File: src/rtl/seg7_pkg.sv
// Shared constants and types for the multiplexed 7-segment scan driver.
// Segment vectors are ordered {g,f,e,d,c,b,a}, active-high.
package seg7_pkg;

  localparam int unsigned SEG_A = 0;
  localparam int unsigned SEG_B = 1;
  localparam int unsigned SEG_C = 2;
  localparam int unsigned SEG_D = 3;
  localparam int unsigned SEG_E = 4;
  localparam int unsigned SEG_F = 5;
  localparam int unsigned SEG_G = 6;

  localparam logic [6:0] HEX_SEG [16] = '{
    7'h3F, 7'h06, 7'h5B, 7'h4F, 7'h66, 7'h6D, 7'h7D, 7'h07,
    7'h7F, 7'h6F, 7'h77, 7'h7C, 7'h39, 7'h5E, 7'h79, 7'h71
  };

  typedef enum logic {StBlank, StShow} state_t;

endpackage

File: src/rtl/seg7_hex_decode.sv
// Combinational hex nibble to active-high 7-segment pattern.
module seg7_hex_decode
  import seg7_pkg::*;
(
  input  logic [3:0] hex,
  output logic [6:0] seg
);

  assign seg = HEX_SEG[hex];

endmodule

File: src/rtl/seg7_scan_driver.sv
// Time-multiplexed N-digit 7-segment driver with per-slot blanking interval.
// Optional leading-zero suppression is enabled by defining SEG7_LZ_SUPPRESS_EN.
module seg7_scan_driver
  import seg7_pkg::*;
#(
  parameter int unsigned NUM_DIGITS   = 4,
  parameter int unsigned REFRESH_DIV  = 50000,
  parameter int unsigned BLANK_CYCLES = 500,
  parameter int unsigned ACTIVE_LOW   = 1
) (
  input  logic                      clk,
  input  logic                      rst,
  input  logic                      load,
  input  logic [4*NUM_DIGITS-1:0]   data_in,
  input  logic [NUM_DIGITS-1:0]     dp_in,
  input  logic [NUM_DIGITS-1:0]     digit_en,
  output logic [6:0]                segments_out,
  output logic                      dp_out,
  output logic [NUM_DIGITS-1:0]     digits_out,
  output logic [(NUM_DIGITS > 1 ? $clog2(NUM_DIGITS) : 1)-1:0] scan_idx
);

  localparam int unsigned IDX_W = NUM_DIGITS > 1 ? $clog2(NUM_DIGITS) : 1;
  localparam int unsigned PRE_W = $clog2(REFRESH_DIV);
  localparam logic [PRE_W-1:0] PRE_LAST   = PRE_W'(REFRESH_DIV - 1);
  localparam logic [PRE_W-1:0] BLANK_LAST = PRE_W'(BLANK_CYCLES > 0 ? BLANK_CYCLES - 1 : 0);
  localparam logic [IDX_W-1:0] IDX_LAST   = IDX_W'(NUM_DIGITS - 1);
  localparam logic             POL        = (ACTIVE_LOW != 0);

  logic [4*NUM_DIGITS-1:0] data_q;
  logic [NUM_DIGITS-1:0]   dp_q, en_q;
  logic [PRE_W-1:0]        pre_q;
  logic [IDX_W-1:0]        idx_q, idx_next, sel_idx;
  state_t                  state_q;
  logic                    wrap, enter_show;
  logic [3:0]              sel_nib;
  logic                    sel_dp, sel_en, sel_lz;
  logic [NUM_DIGITS-1:0]   sel_onehot;
  logic [3:0]              nib_q;
  logic                    seg_on_q, dp_on_q;
  logic [NUM_DIGITS-1:0]   dig_q;
  logic [6:0]              seg_dec;
`ifdef SEG7_LZ_SUPPRESS_EN
  logic                    higher_zero;
`endif

  assign wrap     = (pre_q == PRE_LAST);
  assign idx_next = (idx_q == IDX_LAST) ? '0 : idx_q + IDX_W'(1);

  // With no blanking interval the wrap edge must latch the upcoming digit directly.
  always_comb begin
    enter_show = 1'b0;
    sel_idx    = idx_q;
    unique case (state_q)
      StBlank: enter_show = (pre_q == BLANK_LAST);
      StShow: begin
        if (wrap && BLANK_CYCLES == 0) begin
          enter_show = 1'b1;
          sel_idx    = idx_next;
        end
      end
      default: ;
    endcase
  end

  always_comb begin
    sel_nib    = '0;
    sel_dp     = 1'b0;
    sel_en     = 1'b0;
    sel_lz     = 1'b0;
    sel_onehot = '0;
`ifdef SEG7_LZ_SUPPRESS_EN
    higher_zero = 1'b1;
`endif
    for (int k = int'(NUM_DIGITS) - 1; k >= 0; k--) begin
      if (sel_idx == IDX_W'(k)) begin
        sel_nib       = data_q[4*k +: 4];
        sel_dp        = dp_q[k];
        sel_en        = en_q[k];
        sel_onehot[k] = 1'b1;
`ifdef SEG7_LZ_SUPPRESS_EN
        sel_lz = (k != 0) && higher_zero && (data_q[4*k +: 4] == 4'h0);
`endif
      end
`ifdef SEG7_LZ_SUPPRESS_EN
      if (data_q[4*k +: 4] != 4'h0 && en_q[k]) higher_zero = 1'b0;
`endif
    end
  end

  always_ff @(posedge clk or posedge rst) begin
    if (rst) begin
      data_q   <= '0;
      dp_q     <= '0;
      en_q     <= '0;
      pre_q    <= '0;
      idx_q    <= '0;
      state_q  <= StBlank;
      nib_q    <= '0;
      seg_on_q <= 1'b0;
      dp_on_q  <= 1'b0;
      dig_q    <= '0;
    end else begin
      if (load) begin
        data_q <= data_in;
        dp_q   <= dp_in;
        en_q   <= digit_en;
      end
      if (wrap) begin
        pre_q <= '0;
        idx_q <= idx_next;
      end else begin
        pre_q <= pre_q + PRE_W'(1);
      end
      if (enter_show) begin
        state_q  <= StShow;
        nib_q    <= sel_nib;
        seg_on_q <= sel_en & ~sel_lz;
        dp_on_q  <= sel_en & sel_dp;
        // A suppressed zero keeps its digit selected only to light a set dp.
        dig_q    <= (sel_en & (~sel_lz | sel_dp)) ? sel_onehot : '0;
      end else if (state_q == StShow && wrap) begin
        state_q  <= StBlank;
        seg_on_q <= 1'b0;
        dp_on_q  <= 1'b0;
        dig_q    <= '0;
      end
    end
  end

  seg7_hex_decode u_dec (
    .hex (nib_q),
    .seg (seg_dec)
  );

  assign segments_out = (seg_on_q ? seg_dec : 7'h00) ^ {7{POL}};
  assign dp_out       = dp_on_q ^ POL;
  assign digits_out   = dig_q ^ {NUM_DIGITS{POL}};
  assign scan_idx     = idx_q;

endmodule
File: config.mk
export PLATFORM = sky130hd
export DESIGN_NAME = seg7_scan_driver
export DESIGN_NICKNAME = d
export VERILOG_FILES = /design/src/rtl/seg7_pkg.sv /design/src/rtl/seg7_hex_decode.sv /design/src/rtl/seg7_scan_driver.sv
export SDC_FILE = /design/constraint.sdc
export NUM_CORES = 1
export LEC_CHECK = 0
export CAP_MARGIN = 25
export CORE_MARGIN = 4
export CORE_UTILIZATION = 40
export DETAILED_ROUTE_END_ITERATION = 12
export PLACE_DENSITY = 0.71
export SLEW_MARGIN = 20
export SYNTH_ARGS = -nofsm -noshare
export SYNTH_HDL_FRONTEND = slang
export SYNTH_HIERARCHICAL = 1
export SYNTH_SLANG_ARGS = --single-unit
File: constraint.sdc
create_clock -name clk -period 1.7 [get_ports clk]
set_input_delay 0.255 -clock clk [delete_from_list [all_inputs] [get_ports clk]]
set_output_delay 0.255 -clock clk [all_outputs]
set_load 0.02 [all_outputs]
==> metrics.txt, run 1 <==
Synth-to-Final Area Change 34.5%; Vias 2,069; XOR/XNOR share of the synthesized area 4.17%; r2r startpoint scan_idx[0]$_DFFE_PP0P_; worst slack at placement -0.477 ns; Worst VDD drop 0.000453 V; clock tree buffer depth 2; Fin Hold WS 0.293 ns; Arrival @ worst endpoint 1.73 ns; Synth Area in Adders 5.50%; worst slew pin tran 0.426 ns; max_slew headroom 71.6%; antenna violations before repair 0; core area 6490 µm²; Mapped Cells 259; pin count of the biggest net entering global routing 54; violated checks setup timing; highest clock rate 503 MHz; slowest cell delay on critical path 0.45 ns; final hold violations 0; starting density of the core 42.1%; CTS Root Cell clkbuf_8; slowest stage cell, crit path mux4_2; nets 359; Tcrit/Tclk final 117%; global-route wire length before repair 10,000 µm; synthesized flop and latch total 53; antenna viol nets, final 0; register area share after synthesis 48.6%; post-layout min period 1.99 ns; Power Dens Cells 682 nW/µm²; vias in the first global route 2,125; crit end category output port; register area 1330 µm²; vias per cell 5.20; Worst Setup SP nib_q[1]$_DFFE_PP0P_; I/O Pins 41; CTS clk-pin slew, worst paths 0.09 ns; # port buffers 40; largest family of logic cells by synthesized area simple AND/OR/NAND/NOR gates; CP Launch Type register; std cell rows 29; CP Cell Sequence inv_2 > ha_4 > mux4_2 > nand2_1 > buf_6; GR Overflow Total 0; RSZ-0062 raised after global routing true; DRT iter0 DRCs 100; drt total wl 5730 µm; Worst Skew 0.00697 ns; TritonCTS clock tree built; Max Cap Viol 0; Die Width 90.6 µm; required time worst endpoint 1.44 ns; Mapped Nets 298; fill cell count 564; Hold WC Path Type in -> async; Post-CTS Hold Fix Bufs 0; die area 8210 µm²; Ys Warns 6; Synth Cell Area 2730 µm²; kind of critical path reg -> out; outcome complete, but fails checks; Synth Area in Simple Gates 15.2%; post-DP HPWL 4160 µm; CP Max Fanout 4; top_reg_cell synth dfrtp_1; Async S/R FF share, synth 100%; Residual DRC 0; gr usage total 14.8%; # setup viols final 7; area of the multi-input gates 1370 µm²; P_leak 1.54 nW; Synth Area in Compound Gates 10.7%; Clk Latency, worst-skew pair 0.31 ns; Total Power 2.51 mW; share of cells above drive strength 1 29.0%; clk sinks 53; Final WS setup -0.288 ns; fin. max-slew vios 0; CTS Buf Count 5; htree depth 2; EDFF count, synth 0; Wirelength per Cell 14.4 µm; Antenna Cells 0; Die Height 90.6 µm; post-synthesis mux area share 10.4%; RePlAce Congestion 0.788; Unique masters post-synth 43; syn avg cell area 10.5 µm²; first-pass iteration count of the detailed router 4
==> through the flow <==
step	area, µm²	util (%)	TNS [ns]	std cells
6_report	3670	56.6	-1.64	398
2_1_floorplan	2740	-	0	259
3_3_place_gp	3380	52.0	-2.43	387
4_1_cts	3590	55.3	-1.74	396
5_1_grt	3670	56.6	-2.30	398
3_5_place_dp	3380	52.0	-2.69	387
==> power breakdown <==
group / internal, mW / switching (mW) / total [mW] / leakage, nW
Combinational: 0.112 / 0.0710 / 0.183 / 0.803
Clock: 0.584 / 0.398 / 0.982 / 0.0681
Sequential: 1.31 / 0.0272 / 1.34 / 0.671
==> placed cells by master, fill, tap and decap left out, drive strengths merged, types with 2 or more instances in the layout <==
master / netlist / routed
nand4: 7 / 7
dfrtp: 53 / 53
nor2b: 2 / 2
nor4: 3 / 3
buf: 4 / 34
bufinv: 0 / 2
nor2: 10 / 10
xnor2: 6 / 6
clkbuf: 9 / 5
and4: 4 / 4
inv: 24 / 24
clkdlybuf4s50: 0 / 33
a221o: 6 / 6
mux2: 21 / 21
o21ai: 18 / 18
nand3: 12 / 12
nor3: 3 / 3
mux2i: 2 / 2
a21oi: 9 / 9
xor2: 7 / 7
a22oi: 6 / 6
ha: 12 / 12
nand2: 25 / 25
==> kinds of logic after synthesis <==
group | after synthesis
mux | 24
simple gates | 75
buf+inv | 37
flops | 53
xor+xnor | 13
compound gates | 45
fa+ha+maj | 12
==> cell usage after synthesis (2+ instances only) <==
cell type | number | area share (%)
a21oi_1 | 9 | 1.6
a221o_1 | 6 | 2.2
a22oi_1 | 6 | 1.6
and4_1 | 4 | 1.3
buf_2 | 2 | 0.37
clkbuf_1 | 9 | 1.2
dfrtp_1 | 53 | 49
ha_1 | 12 | 5.5
inv_1 | 24 | 3.3
mux2_2 | 21 | 8.7
mux2i_1 | 2 | 0.73
nand2_1 | 24 | 3.3
nand3_1 | 12 | 2.2
nand4_1 | 6 | 1.4
nor2_1 | 10 | 1.4
nor2b_1 | 2 | 0.46
nor3_1 | 3 | 0.55
nor4_1 | 2 | 0.46
o21ai_0 | 14 | 2.6
o21ai_1 | 4 | 0.73
xnor2_1 | 6 | 1.9
xor2_1 | 7 | 2.2
==> worst paths after layout <==
kind | end | slack, ns | cells past startpoint
setup reg to reg | dp_on_q$_DFFE_PP0P_ | 0.08 | 6
setup / recovery | segments_out[3] | -0.29 | 5
hold / removal | pre_q[0]$_DFF_PP0_ | 0.29 | 3
min in group clk | data_q[7]$_DFFE_PP0P_ | 0.50 | 3
max in group asynchronous | dp_q[3]$_DFFE_PP0P_ | 1.16 | 3
hold reg to reg | dig_q[2]$_DFFE_PP0P_ | 0.52 | 2
==> flip-flops by register name (all words and copies together), names as in the netlist <==
signal,count
data_q,16
dig_q,4
dp_on_q,1
dp_q,4
en_q,4
nib_q,4
pre_q,16
scan_idx,2
seg_on_q,1
state_q,1
==> per-layer routing <==
| metal | vias to the layer above | routed length [µm] | global-route usage, % |
|---|---|---|---|
| li1 | 1027 | - | - |
| met1 | 975 | 2680 | 19.6 |
| met2 | 55 | 2690 | 23.3 |
| met3 | 12 | 193 | 2.25 |
| met4 | 0 | 164 | 7.53 |
| met5 | - | 0 | 0 |
==> worst max-delay path, delay by kind of cell (launching register included) <==
kind          cells  cell delay [ns]
mux               1             0.45
buf+inv           2             0.26
simple gates      1             0.09
fa+ha+maj         1             0.23
flops             1             0.41
==> what timing repair did <==
action	in CTS	in global routing
pin swaps	4	8
setup buffers	1	2
gates resized for setup	56	19
setup endpoints to repair	7	16
==> final cells by class <==
class / count / area share, %
sequential: 53 / 36.2
multi-input combinational: 169 / 37.4
clock inverter: 3 / 1.77
timing repair buffer: 67 / 17.7
clock buffer: 5 / 1.87
inverter: 24 / 2.45
tap: 77 / 2.62
No activity file was read; power rests on OpenSTA's default activity.
==> run 2, diff against run 1 <==
--- a/config.mk
+++ b/config.mk
@@ -10,7 +10,6 @@
 export CORE_UTILIZATION = 40
 export DETAILED_ROUTE_END_ITERATION = 12
 export PLACE_DENSITY = 0.71
-export SLEW_MARGIN = 20
 export SYNTH_ARGS = -nofsm -noshare
 export SYNTH_HDL_FRONTEND = slang
 export SYNTH_HIERARCHICAL = 1
==> results of run 2 <==
Same layout as run 1: the final DEF is identical, and so are final timing and power.
